## src/rtl/cac_uart_pkg.sv

```systemverilog
// Shared UART definitions: FSM state encoding, baud divider derivation and
// default line settings, common to the receiver and the matching transmitter.
package cac_uart_pkg;

   typedef enum logic [1:0] {
      ST_IDLE,
      ST_START,
      ST_DATA,
      ST_STOP
   } uart_state_t;

   localparam int DEF_BAUDRATE = 115200;
   localparam int DEF_BITLEN   = 8;

   // Clock cycles per bit, rounded to nearest.
   function automatic int calc_div(input int clk_freq, input int baudrate);
      return (clk_freq + baudrate / 2) / baudrate;
   endfunction

   function automatic int calc_half(input int div);
      return div / 2;
   endfunction

endpackage

```

## src/rtl/cac_sync2.sv

```systemverilog
// Two-flop synchronizer for a single asynchronous bit; RST_VAL sets the
// value both flops take in reset.
module cac_sync2 #(
   parameter logic RST_VAL = 1'b1
) (
   input  logic clk,
   input  logic rst,
   input  logic d,
   output logic q
);

   logic meta_p0;

   always_ff @(posedge clk) begin
      if (rst) begin
         meta_p0 <= RST_VAL;
         q       <= RST_VAL;
      end else begin
         meta_p0 <= d;
         q       <= meta_p0;
      end
   end

endmodule

```

## src/rtl/cac_uart_rx.sv

```systemverilog
// UART receiver: 8N1-style framing with configurable word length, ready/valid
// output, framing/overrun pulses and saturating error counters.
module cac_uart_rx
   import cac_uart_pkg::*;
#(
   parameter int CLK_FREQ     = 10_000_000,
   parameter int BAUDRATE     = DEF_BAUDRATE,
   parameter int BITLEN       = DEF_BITLEN,
   parameter int ERRCNT_WIDTH = 8
) (
   input  logic                    clk_cac,
   input  logic                    rst,
   input  logic                    uart_rx,
   output logic [BITLEN-1:0]       rx_data,
   output logic                    rx_valid,
   input  logic                    rx_ready,
   output logic                    frame_err,
   output logic                    overrun_err,
   output logic [ERRCNT_WIDTH-1:0] frame_err_cnt,
   output logic [ERRCNT_WIDTH-1:0] overrun_cnt,
   output logic                    rx_busy
);

   localparam int DIV   = calc_div(CLK_FREQ, BAUDRATE);
   localparam int HALF  = calc_half(DIV);
   localparam int CNT_W = $clog2(DIV);
   localparam int BIT_W = $clog2(BITLEN + 1);

   localparam logic [CNT_W-1:0] CNT_LAST = CNT_W'(DIV - 1);
   localparam logic [CNT_W-1:0] CNT_MID  = CNT_W'(HALF - 1);
   localparam logic [BIT_W-1:0] BIT_LAST = BIT_W'(BITLEN - 1);

   generate
      if (DIV < 4) begin : g_div_check
         $error("cac_uart_rx: CLK_FREQ/BAUDRATE must give at least 4 cycles per bit");
      end
      if (BITLEN < 5 || BITLEN > 9) begin : g_bitlen_check
         $error("cac_uart_rx: BITLEN must be in 5..9");
      end
   endgenerate

   function automatic logic [ERRCNT_WIDTH-1:0] sat_inc(input logic [ERRCNT_WIDTH-1:0] v);
      return (&v) ? v : v + ERRCNT_WIDTH'(1);
   endfunction

   uart_state_t       state;
   logic [CNT_W-1:0]  cnt;
   logic [BIT_W-1:0]  bit_idx;
   logic [BITLEN-1:0] shreg;
   logic              line_s;
   logic              line_prev;

   cac_sync2 #(.RST_VAL(1'b1)) u_sync (
      .clk (clk_cac),
      .rst (rst),
      .d   (uart_rx),
      .q   (line_s)
   );

   assign rx_busy = (state != ST_IDLE);

   always_ff @(posedge clk_cac) begin
      if (rst) begin
         state         <= ST_IDLE;
         cnt           <= '0;
         bit_idx       <= '0;
         shreg         <= '0;
         line_prev     <= 1'b1;
         rx_data       <= '0;
         rx_valid      <= 1'b0;
         frame_err     <= 1'b0;
         overrun_err   <= 1'b0;
         frame_err_cnt <= '0;
         overrun_cnt   <= '0;
      end else begin
         line_prev   <= line_s;
         frame_err   <= 1'b0;
         overrun_err <= 1'b0;
         // A completing word in STOP below overrides this clear.
         if (rx_valid && rx_ready) rx_valid <= 1'b0;

         case (state)
            ST_IDLE: begin
               cnt     <= '0;
               bit_idx <= '0;
               if (line_prev && !line_s) state <= ST_START;
            end
            ST_START: begin
               if (cnt == CNT_MID) begin
                  cnt   <= '0;
                  state <= line_s ? ST_IDLE : ST_DATA;
               end else begin
                  cnt <= cnt + CNT_W'(1);
               end
            end
            ST_DATA: begin
               if (cnt == CNT_LAST) begin
                  cnt     <= '0;
                  shreg   <= {line_s, shreg[BITLEN-1:1]};
                  bit_idx <= bit_idx + BIT_W'(1);
                  if (bit_idx == BIT_LAST) state <= ST_STOP;
               end else begin
                  cnt <= cnt + CNT_W'(1);
               end
            end
            ST_STOP: begin
               if (cnt == CNT_LAST) begin
                  cnt   <= '0;
                  state <= ST_IDLE;
                  if (!line_s) begin
                     frame_err     <= 1'b1;
                     frame_err_cnt <= sat_inc(frame_err_cnt);
                  end else if (!rx_valid || rx_ready) begin
                     rx_data  <= shreg;
                     rx_valid <= 1'b1;
                  end else begin
                     overrun_err <= 1'b1;
                     overrun_cnt <= sat_inc(overrun_cnt);
                  end
               end else begin
                  cnt <= cnt + CNT_W'(1);
               end
            end
            default: state <= ST_IDLE;
         endcase
      end
   end

endmodule

```

## config.mk

```make
export PLATFORM = sky130hd
export DESIGN_NAME = cac_uart_rx
export DESIGN_NICKNAME = d
export VERILOG_FILES = /design/src/rtl/cac_uart_pkg.sv /design/src/rtl/cac_sync2.sv /design/src/rtl/cac_uart_rx.sv
export SDC_FILE = /design/constraint.sdc
export NUM_CORES = 1
export LEC_CHECK = 0
export CAP_MARGIN = 20
export CELL_PAD_IN_SITES_DETAIL_PLACEMENT = 0
export CELL_PAD_IN_SITES_GLOBAL_PLACEMENT = 2
export CORE_UTILIZATION = 33
export CTS_CLUSTER_DIAMETER = 200
export CTS_CLUSTER_SIZE = 40
export DETAILED_ROUTE_END_ITERATION = 10
export PLACE_DENSITY = 0.76
export REMOVE_ABC_BUFFERS = 1
export SYNTH_ARGS = -nofsm -noshare
export SYNTH_HDL_FRONTEND = slang
export SYNTH_SLANG_ARGS = --single-unit
export TNS_END_PERCENT = 30
```

## constraint.sdc

```tcl
create_clock -name clk_cac -period 2.95 [get_ports clk_cac]
set_input_delay 0.295 -clock clk_cac [delete_from_list [all_inputs] [get_ports clk_cac]]
set_output_delay 0.295 -clock clk_cac [all_outputs]
set_load 0.005 [all_outputs]
```

==> flow_summary.ini, run 1 <==
[status]
status = finished with violations
violations = DRC

[layout]
area_delta_synth_final_pct = 23.7
nNetsFinal = 282
antenna_cells = 0
drive_gt1_frac = 0.0839

[logic_synthesis]
synthFlopType = dfxtp_1
ys_ff_latch = 51
synth_edf_count = 0
synth-seq-area-share = 0.459
avgSynthCellArea_um2 = 9.12
yosys_warnings = 0
synthCells = 244
synthArstFlopShare = 0
synthTopCellsByCount = 51 x dfxtp_1, 30 x nor2_1, 18 x a21oi_1
yosysUniqueCellTypes = 40
syn_area_mm2 = 0.00223
yosysTopAreaCell = dfxtp_1
synth_area_leaders = dfxtp_1 46%, mux2i_1 7.2%, nor2_1 5.1%
synth_top_area_frac = 0.459
synthMostInstantiatedCell = dfxtp_1

[floorplanning]
dieArea_mm2 = 0.00708
die_w_um = 84.1
die_y_um = 84.1
io_pins = 32
initial_core_util = 0.347
rows = 29
core_mm2 = 0.00642

[timing]
layout_setup_ws_ns = 0.550
tightest_slew_ns = 0.603
hold_violations = 0
setup-tns-final_ns = 0
rsz0062_at_grt = false
setup_viol_count_final = 0
fin_crit_ns = 2.40
max_slew_margin = 0.596
finalMaxSlewViolations = 0
min_period_over_period = 0.814
fmax_mhz = 417
fin_skew_ns = 0.00653

[grt]
track_usage = 0.139
first_global_vias = 1682
grt.overflow.total = 0
grt_pass1_wl_mm = 8.06
antenna_found_initial = 0
grt_max_degree = 18

[clocking]
cts_made_buffers = 5
ctsResizeCount = 0
cts-root-buf = clkbuf_8
cts_tree = done
clk_latency_ns = 0.30
clock_path_buffers = 2
cts_hold_buf = 0
cts.sinks = 51
cts_htree_levels = 2
clkTransAtPathRegs_ns = 0.09
postCtsSetupBuffers = 0

[drt]
ant_nets = 0
drt-total-wl_mm = 4.53
first_iter_violations = 68
avgRoutedWirePerCell_um = 12.9
firstDrtPassIters = 7
drc = 4
vias = 1810
viasPerCell = 5.16

[worst_hold_path]
holdPathStages = 1
hold_class = register to register

[power_and_ir_drop]
p_leak_nw = 0.910
ir_worst_vdd_mv = 0.293
pwr_density_cell_mw_per_mm2 = 443
power.total_w = 0.00122

[critical_path]
ff2ff_path_depth = 6
worst_ep_arrival_time_ns = 2.60
crit_path_start_kind = register
end_kind = register
worstPathMaxFanout = 16
critPathKind = register to register
crit_required_ns = 3.15

[place]
hpwlAfterDp_mm = 3.10
portBuffers = 31
place_congestion = 0.715
dpl_worst_slack_ns = 0.503

[flow_run]
drv_cap = 0
path summary, 6_finish.rpt:
kind | startpoint | to | slack, ns
worst max-delay path | cnt[0] | overrun_cnt[5] | 0.55
worst min-delay path | u_sync.meta_p0 | u_sync.q | 0.42
worst max register to register | cnt[0] | overrun_cnt[5] | 0.55
worst min register to register | u_sync.meta_p0 | u_sync.q | 0.42
per-layer routing:
metal	track usage	routed length, um
met1	0.195	2370
met2	0.217	1970
met3	0.0305	163
met4	0.0376	31
met5	0	0
stage by stage:
| stage | hold slack [ns] | area, um2 | std cells | util |
|---|---|---|---|---|
| after floorplan | 0.364 | 2170 | 229 | - |
| after CTS | 0.419 | 2750 | 351 | 0.429 |
| after global placement | 0.392 | 2640 | 343 | 0.410 |
| final | 0.418 | 2750 | 351 | 0.429 |
| after detailed placement | 0.395 | 2640 | 343 | 0.410 |
| after global routing | 0.437 | 2750 | 351 | 0.429 |
cell type report:
| cell class | instances | area, um2 |
|---|---|---|
| fillers | 667 | 3670 |
| multi-input cells | 169 | 1120 |
| flip-flops and latches | 51 | 1020 |
| repair buffers | 37 | 368 |
| well taps | 77 | 96.3 |
| clock buffers | 5 | 68.8 |
| clock inverters | 3 | 47.5 |
| inverters | 9 | 33.8 |
sequential cells by signal (all words and copies together), names as in the netlist, named ones only:
name,count
rx_valid,1
rx_data,8
line_prev,1
frame_err_cnt,8
state,1
u_sync.meta_p0,1
bit_idx,4
u_sync.q,1
frame_err,1
overrun_cnt,8
overrun_err,1
cnt,7
shreg,8
worst max-delay path: stages, from the launching register on:
cell,delay [ns]
dfxtp_1,0.34
inv_1,0.07
ha_1,0.19
nand4b_4,0.17
or4_1,0.80
nor4_1,0.36
mux2_2,0.36
report_power, final:
group | total [W] | internal [W] | switching (W)
logic | 0.0000295 | 0.0000139 | 0.0000157
registers | 0.000695 | 0.000691 | 0.00000379
clock network | 0.000497 | 0.000257 | 0.000239
layout by cell type (no fill, tap or decap), types with 6 or more instances in the layout:
master,n
dfxtp_1,51
clkdlybuf4s50_1,31
nor2_1,30
a21oi_1,18
mux2i_1,16
nand3_1,11
inv_1,9
or4_1,8
o31ai_1,7
o21ai_0,7
nand2_1,6
or3_1,6
nor2b_1,6
cell families (layout without fill, tap and decap cells):
kind of cell    count (synthesis)  after routing  synth area share
simple gates                   96             96             0.243
flops                          51             51             0.459
compound gates                 45             45             0.126
buf+inv                        24             54            0.0422
mux                            18             18            0.0821
fa+ha+maj                       5              5            0.0281
xor+xnor                        5              5            0.0197
No activity file was read; power rests on OpenSTA's default activity.
==> inputs of run 2 (changes only) <==
Settings changed: CORE_UTILIZATION 33 to 30, PLACE_DENSITY 0.76 to 0.72.
Clock period 2.95 ns to 2 ns, I/O delays scaled along.
==> flow_summary.ini, run 2 (synthesized netlist as in run 1, its figures left out) <==
[status]
status = completed

[floorplanning]
die_y_um = 88.1
dieArea_mm2 = 0.00777
rows = 31
core_mm2 = 0.00721
initial_core_util = 0.309
die_w_um = 88.1
io_pins = 32

[power_and_ir_drop]
p_leak_nw = 0.991
pwr_density_cell_mw_per_mm2 = 584
ir_worst_vdd_mv = 0.382
power.total_w = 0.00171

[drt]
ant_nets = 0
drt-total-wl_mm = 4.87
vias = 1877
first_iter_violations = 46
viasPerCell = 4.81
avgRoutedWirePerCell_um = 12.5
firstDrtPassIters = 4
drc = 0

[critical_path]
r2r_slack_ns = 0.03
r2r-start = cnt[0]
end_kind = register
critPathKind = register to register
cp_slowest_cell = or4_4
crit_path_start_kind = register
ff2ff_path_depth = 6
cp.depth = 6
crit_chain = inv_2, ha_4, nand4b_4, or4_4, nor4_1, mux2_2
slowest_delay_ns = 0.57
worst_ep_arrival_time_ns = 2.17
crit_required_ns = 2.21
timing.rr.end = overrun_cnt[5]
worstPathMaxFanout = 5
crit_family = simple AND/OR/NAND/NOR gates
cp-endpoint = overrun_cnt[5]
crit_buf_inv = 1
critPathLaunch = cnt[0]

[layout]
nNetsFinal = 299
mostFrequentLayoutCells = 49 x dfxtp_1, 31 x clkdlybuf4s50_1, 30 x nor2_1
drive_gt1_frac = 0.172
final_common_cell = dfxtp_1
final_area_mm2 = 0.00293
antenna_cells = 0
area_delta_synth_final_pct = 31.6

[timing]
layout_setup_ws_ns = 0.0346
rsz0062_at_grt = true
fin_skew_ns = 0.00725
whs_ns = 0.424
min_period_over_period = 0.983
fmax_mhz = 509
setup_viol_count_final = 0
fin_crit_ns = 1.97
setup-tns-final_ns = 0
tightest_slew_ns = 0.360
finalMaxSlewViolations = 0
hold_violations = 0
max_slew_margin = 0.760

[grt]
antenna_found_initial = 0
grt_max_degree = 49
first_global_vias = 1797
grt.overflow.total = 0
grt_pass1_wl_mm = 8.47
track_usage = 0.139

[clocking]
cts_made_buffers = 5
clock_path_buffers = 2
cts-root-buf = clkbuf_8
clk_latency_ns = 0.31
cts_hold_buf = 0
cts_tree = done
cts.sinks = 51
cts_htree_levels = 2
clkTransAtPathRegs_ns = 0.10

[place]
portBuffers = 31
place_congestion = 0.706
hpwlAfterDp_mm = 3.27
dpl-instance-area_mm2 = 0.00279
dpl_worst_slack_ns = -0.136

[worst_hold_path]
hold_class = register to register
holdPathStages = 1

[flow_run]
drv_cap = 0
==> run 2: changes by cell type in the layout (fill, tap and decap cells not counted), moves of 2 or more <==
| cell | previous run | this run |
|---|---|---|
| dfxtp_2 | 0 | 2 |
| or4_4 | 0 | 3 |
| or4_1 | 8 | 5 |
| dfxtp_1 | 51 | 49 |
| buf_4 | 5 | 21 |
==> run 2: final cells by class <==
type	instances	area [um2]
tap	99	124
sequential	51	1020
timing repair buffer	54	499
inverter	9	33.8
multi-input combinational	169	1160
clock buffer	5	68.8
clock inverter	3	22.5
fill	760	4280
==> run 2: routing by layer <==
metal | GRT usage | up-vias | wire length (um) | share of wire
met5 | 0 | - | 0 | 0
met4 | 0.0440 | 0 | 60 | 0.012
met3 | 0.0339 | 4 | 132 | 0.027
met2 | 0.223 | 20 | 2160 | 0.44
met1 | 0.184 | 883 | 2510 | 0.52
li1 | - | 970 | - | -
==> run 2: report_power, final <==
| part | switching [W] | leakage (nW) | internal (W) |
|---|---|---|---|
| sequential | 0.00000286 | 0.412 | 0.00102 |
| clock | 0.000388 | 0.0489 | 0.000255 |
| combinational | 0.0000264 | 0.530 | 0.0000211 |
| total | 0.000417 | 0.991 | 0.00129 |
==> run 2: worst min path at each step <==
| stage | start | end | slack [ns] |
|---|---|---|---|
| after CTS | u_sync.meta_p0 | u_sync.q | 0.43 |
| final | u_sync.meta_p0 | u_sync.q | 0.42 |
| after global routing | uart_rx | u_sync.meta_p0 | 0.44 |
| after floorplan | rst | register | 0.27 |
| after global placement | u_sync.meta_p0 | u_sync.q | 0.40 |
| after detailed placement | u_sync.meta_p0 | u_sync.q | 0.40 |
==> run 2: what timing repair did <==
item                                    CTS  global route
buffers inserted                          0             0
endpoints found under the setup margin   11            11
pin swaps                                 1             3
resized for setup                         5             7
==> run 2: stage by stage <==
| stage | utilization | instances |
|---|---|---|
| final | 0.406 | 390 |
| after global placement | 0.387 | 382 |
| after CTS | 0.402 | 390 |
| after detailed placement | 0.387 | 382 |
| after global routing | 0.406 | 390 |
| after floorplan | - | 229 |
==> inputs of run 3 (changes only) <==
Settings changed: PLACE_DENSITY 0.72 to not set, PLACE_DENSITY_LB_ADDON set to 0.1, SETUP_SLACK_MARGIN set to 0.1.
==> flow_summary.ini, run 3 (synthesized netlist as in run 1, its figures left out) <==
[status]
status = completed

[critical_path]
crit_chain = inv_2, ha_4, nand4b_4, or4_4, buf_6, or3_4, a21oi_2
timing.rr.end = overrun_cnt[0]
ff2ff_path_depth = 7
worst_ep_arrival_time_ns = 2.17
r2r_slack_ns = 0.09
slowest_delay_ns = 0.60
crit_family = simple AND/OR/NAND/NOR gates
critPathKind = register to register
crit_required_ns = 2.26
crit_buf_inv = 2
worstPathMaxFanout = 7
end_kind = register
r2r-start = cnt[0]
cp_slowest_cell = or4_4
crit_path_start_kind = register

[clocking]
cts_tree = done
clock_path_buffers = 2
cts-root-buf = clkbuf_8
clkTransAtPathRegs_ns = 0.11
cts.sinks = 51
clk_latency_ns = 0.31
cts_htree_levels = 2
cts_made_buffers = 5
cts_hold_buf = 0

[drt]
viasPerCell = 4.77
drt-total-wl_mm = 5.05
first_iter_violations = 51
avgRoutedWirePerCell_um = 12.7
drc = 0
vias = 1900
ant_nets = 0
firstDrtPassIters = 4

[floorplanning]
io_pins = 32
die_y_um = 88.1
core_mm2 = 0.00721
initial_core_util = 0.309
dieArea_mm2 = 0.00777
die_w_um = 88.1
rows = 31

[timing]
finalMaxSlewViolations = 0
hold_violations = 0
fmax_mhz = 522
rsz0062_at_grt = true
whs_ns = 0.418
setup_viol_count_final = 0
tightest_slew_ns = 0.348
min_period_over_period = 0.957
fin_crit_ns = 1.91
fin_skew_ns = 0.00931
max_slew_margin = 0.765

[power_and_ir_drop]
p_sw_w = 0.000417
pwr_density_cell_mw_per_mm2 = 570
internal_power_w = 0.00130
switching_share = 0.243
p_leak_nw = 1.03
ir_worst_vdd_mv = 0.330
clockPowerShare = 0.374
p_seq_frac = 0.596
comb_power_share = 0.030

[grt]
grt_max_degree = 19
track_usage = 0.141
antenna_found_initial = 0
first_global_vias = 1753
grt_pass1_wl_mm = 8.49
grt.overflow.total = 0

[layout]
antenna_cells = 0
area_delta_synth_final_pct = 35.3
nNetsFinal = 307
multi_input_area_mm2 = 0.00119
final_common_cell = dfxtp_1
final_cells = 398
drive_gt1_frac = 0.204
mostFrequentLayoutCells = 49 x dfxtp_1, 31 x clkdlybuf4s50_1, 30 x nor2_1
final_util = 0.417
fillers = 743
seq_area_mm2 = 0.00102

[place]
place_congestion = 0.713
portBuffers = 31
dp.cells = 389
hpwlAfterDp_mm = 3.55

[worst_hold_path]
min_to = u_sync.q
hold_class = register to register
hold_start = u_sync.meta_p0
holdPathStages = 1

[flow_run]
drv_cap = 0
-- run 3: worst max path at each step --
stage / slack (ns) / start / cells after the start / to
after global placement: -0.12 / rx_ready / 5 / overrun_cnt[5]
after detailed placement: -0.19 / rx_ready / 5 / overrun_cnt[5]
after floorplan: -0.48 / cnt[0] / 6 / rx_data[0]
after global routing: 0.009 / cnt[0] / 7 / overrun_cnt[0]
after CTS: 0.04 / cnt[0] / 6 / overrun_cnt[3]
final: 0.09 / cnt[0] / 7 / overrun_cnt[0]
-- run 3: repair_timing --
item	in CTS	in global routing
hold endpoints to repair	0	0
endpoints found under the setup margin	15	16
gates resized for setup	9	9
pin swaps	6	10
buffers inserted	1	0
-- run 3: layout make-up --
class                   instances  area share
clock buffers                   5      0.0229
clock inverters                 3     0.00831
inverters                       9      0.0112
multi-input cells             169       0.394
flip-flops and latches         51       0.340
well taps                      99      0.0411
repair buffers                 62       0.183
-- run 3: metal layers --
layer | part of all wire | global-route usage | wire length (um) | vias up
li1 | - | - | - | 987
met1 | 0.50 | 0.188 | 2500 | 885
met2 | 0.46 | 0.223 | 2330 | 23
met3 | 0.031 | 0.0330 | 158 | 5
met4 | 0.011 | 0.0484 | 58 | 0
met5 | 0 | 0 | 0 | -
-- run 3: power groups by stage --
stage	clock network, W	logic (W)	registers [W]
finish	0.000641	0.0000518	0.00102
global route	0.000715	0.0000577	0.00102
CTS	0.000680	0.0000517	0.00102
detailed placement	0	0.0000515	0.00105
global placement	0	0.0000519	0.00105
floorplan	0	0.0000108	0.00105
-- run 3: metrics by stage --
stage               area [um2]  setup slack (ns)  power [W]  setup TNS (ns)
floorplan                 2170            -0.482    0.00106           -5.95
global placement          2830            -0.118    0.00110          -0.634
detailed placement        2830            -0.185    0.00110          -0.951
CTS                       2970            0.0448    0.00175               0
global route              3010           0.00937    0.00180               0
finish                    3010            0.0853    0.00172               0
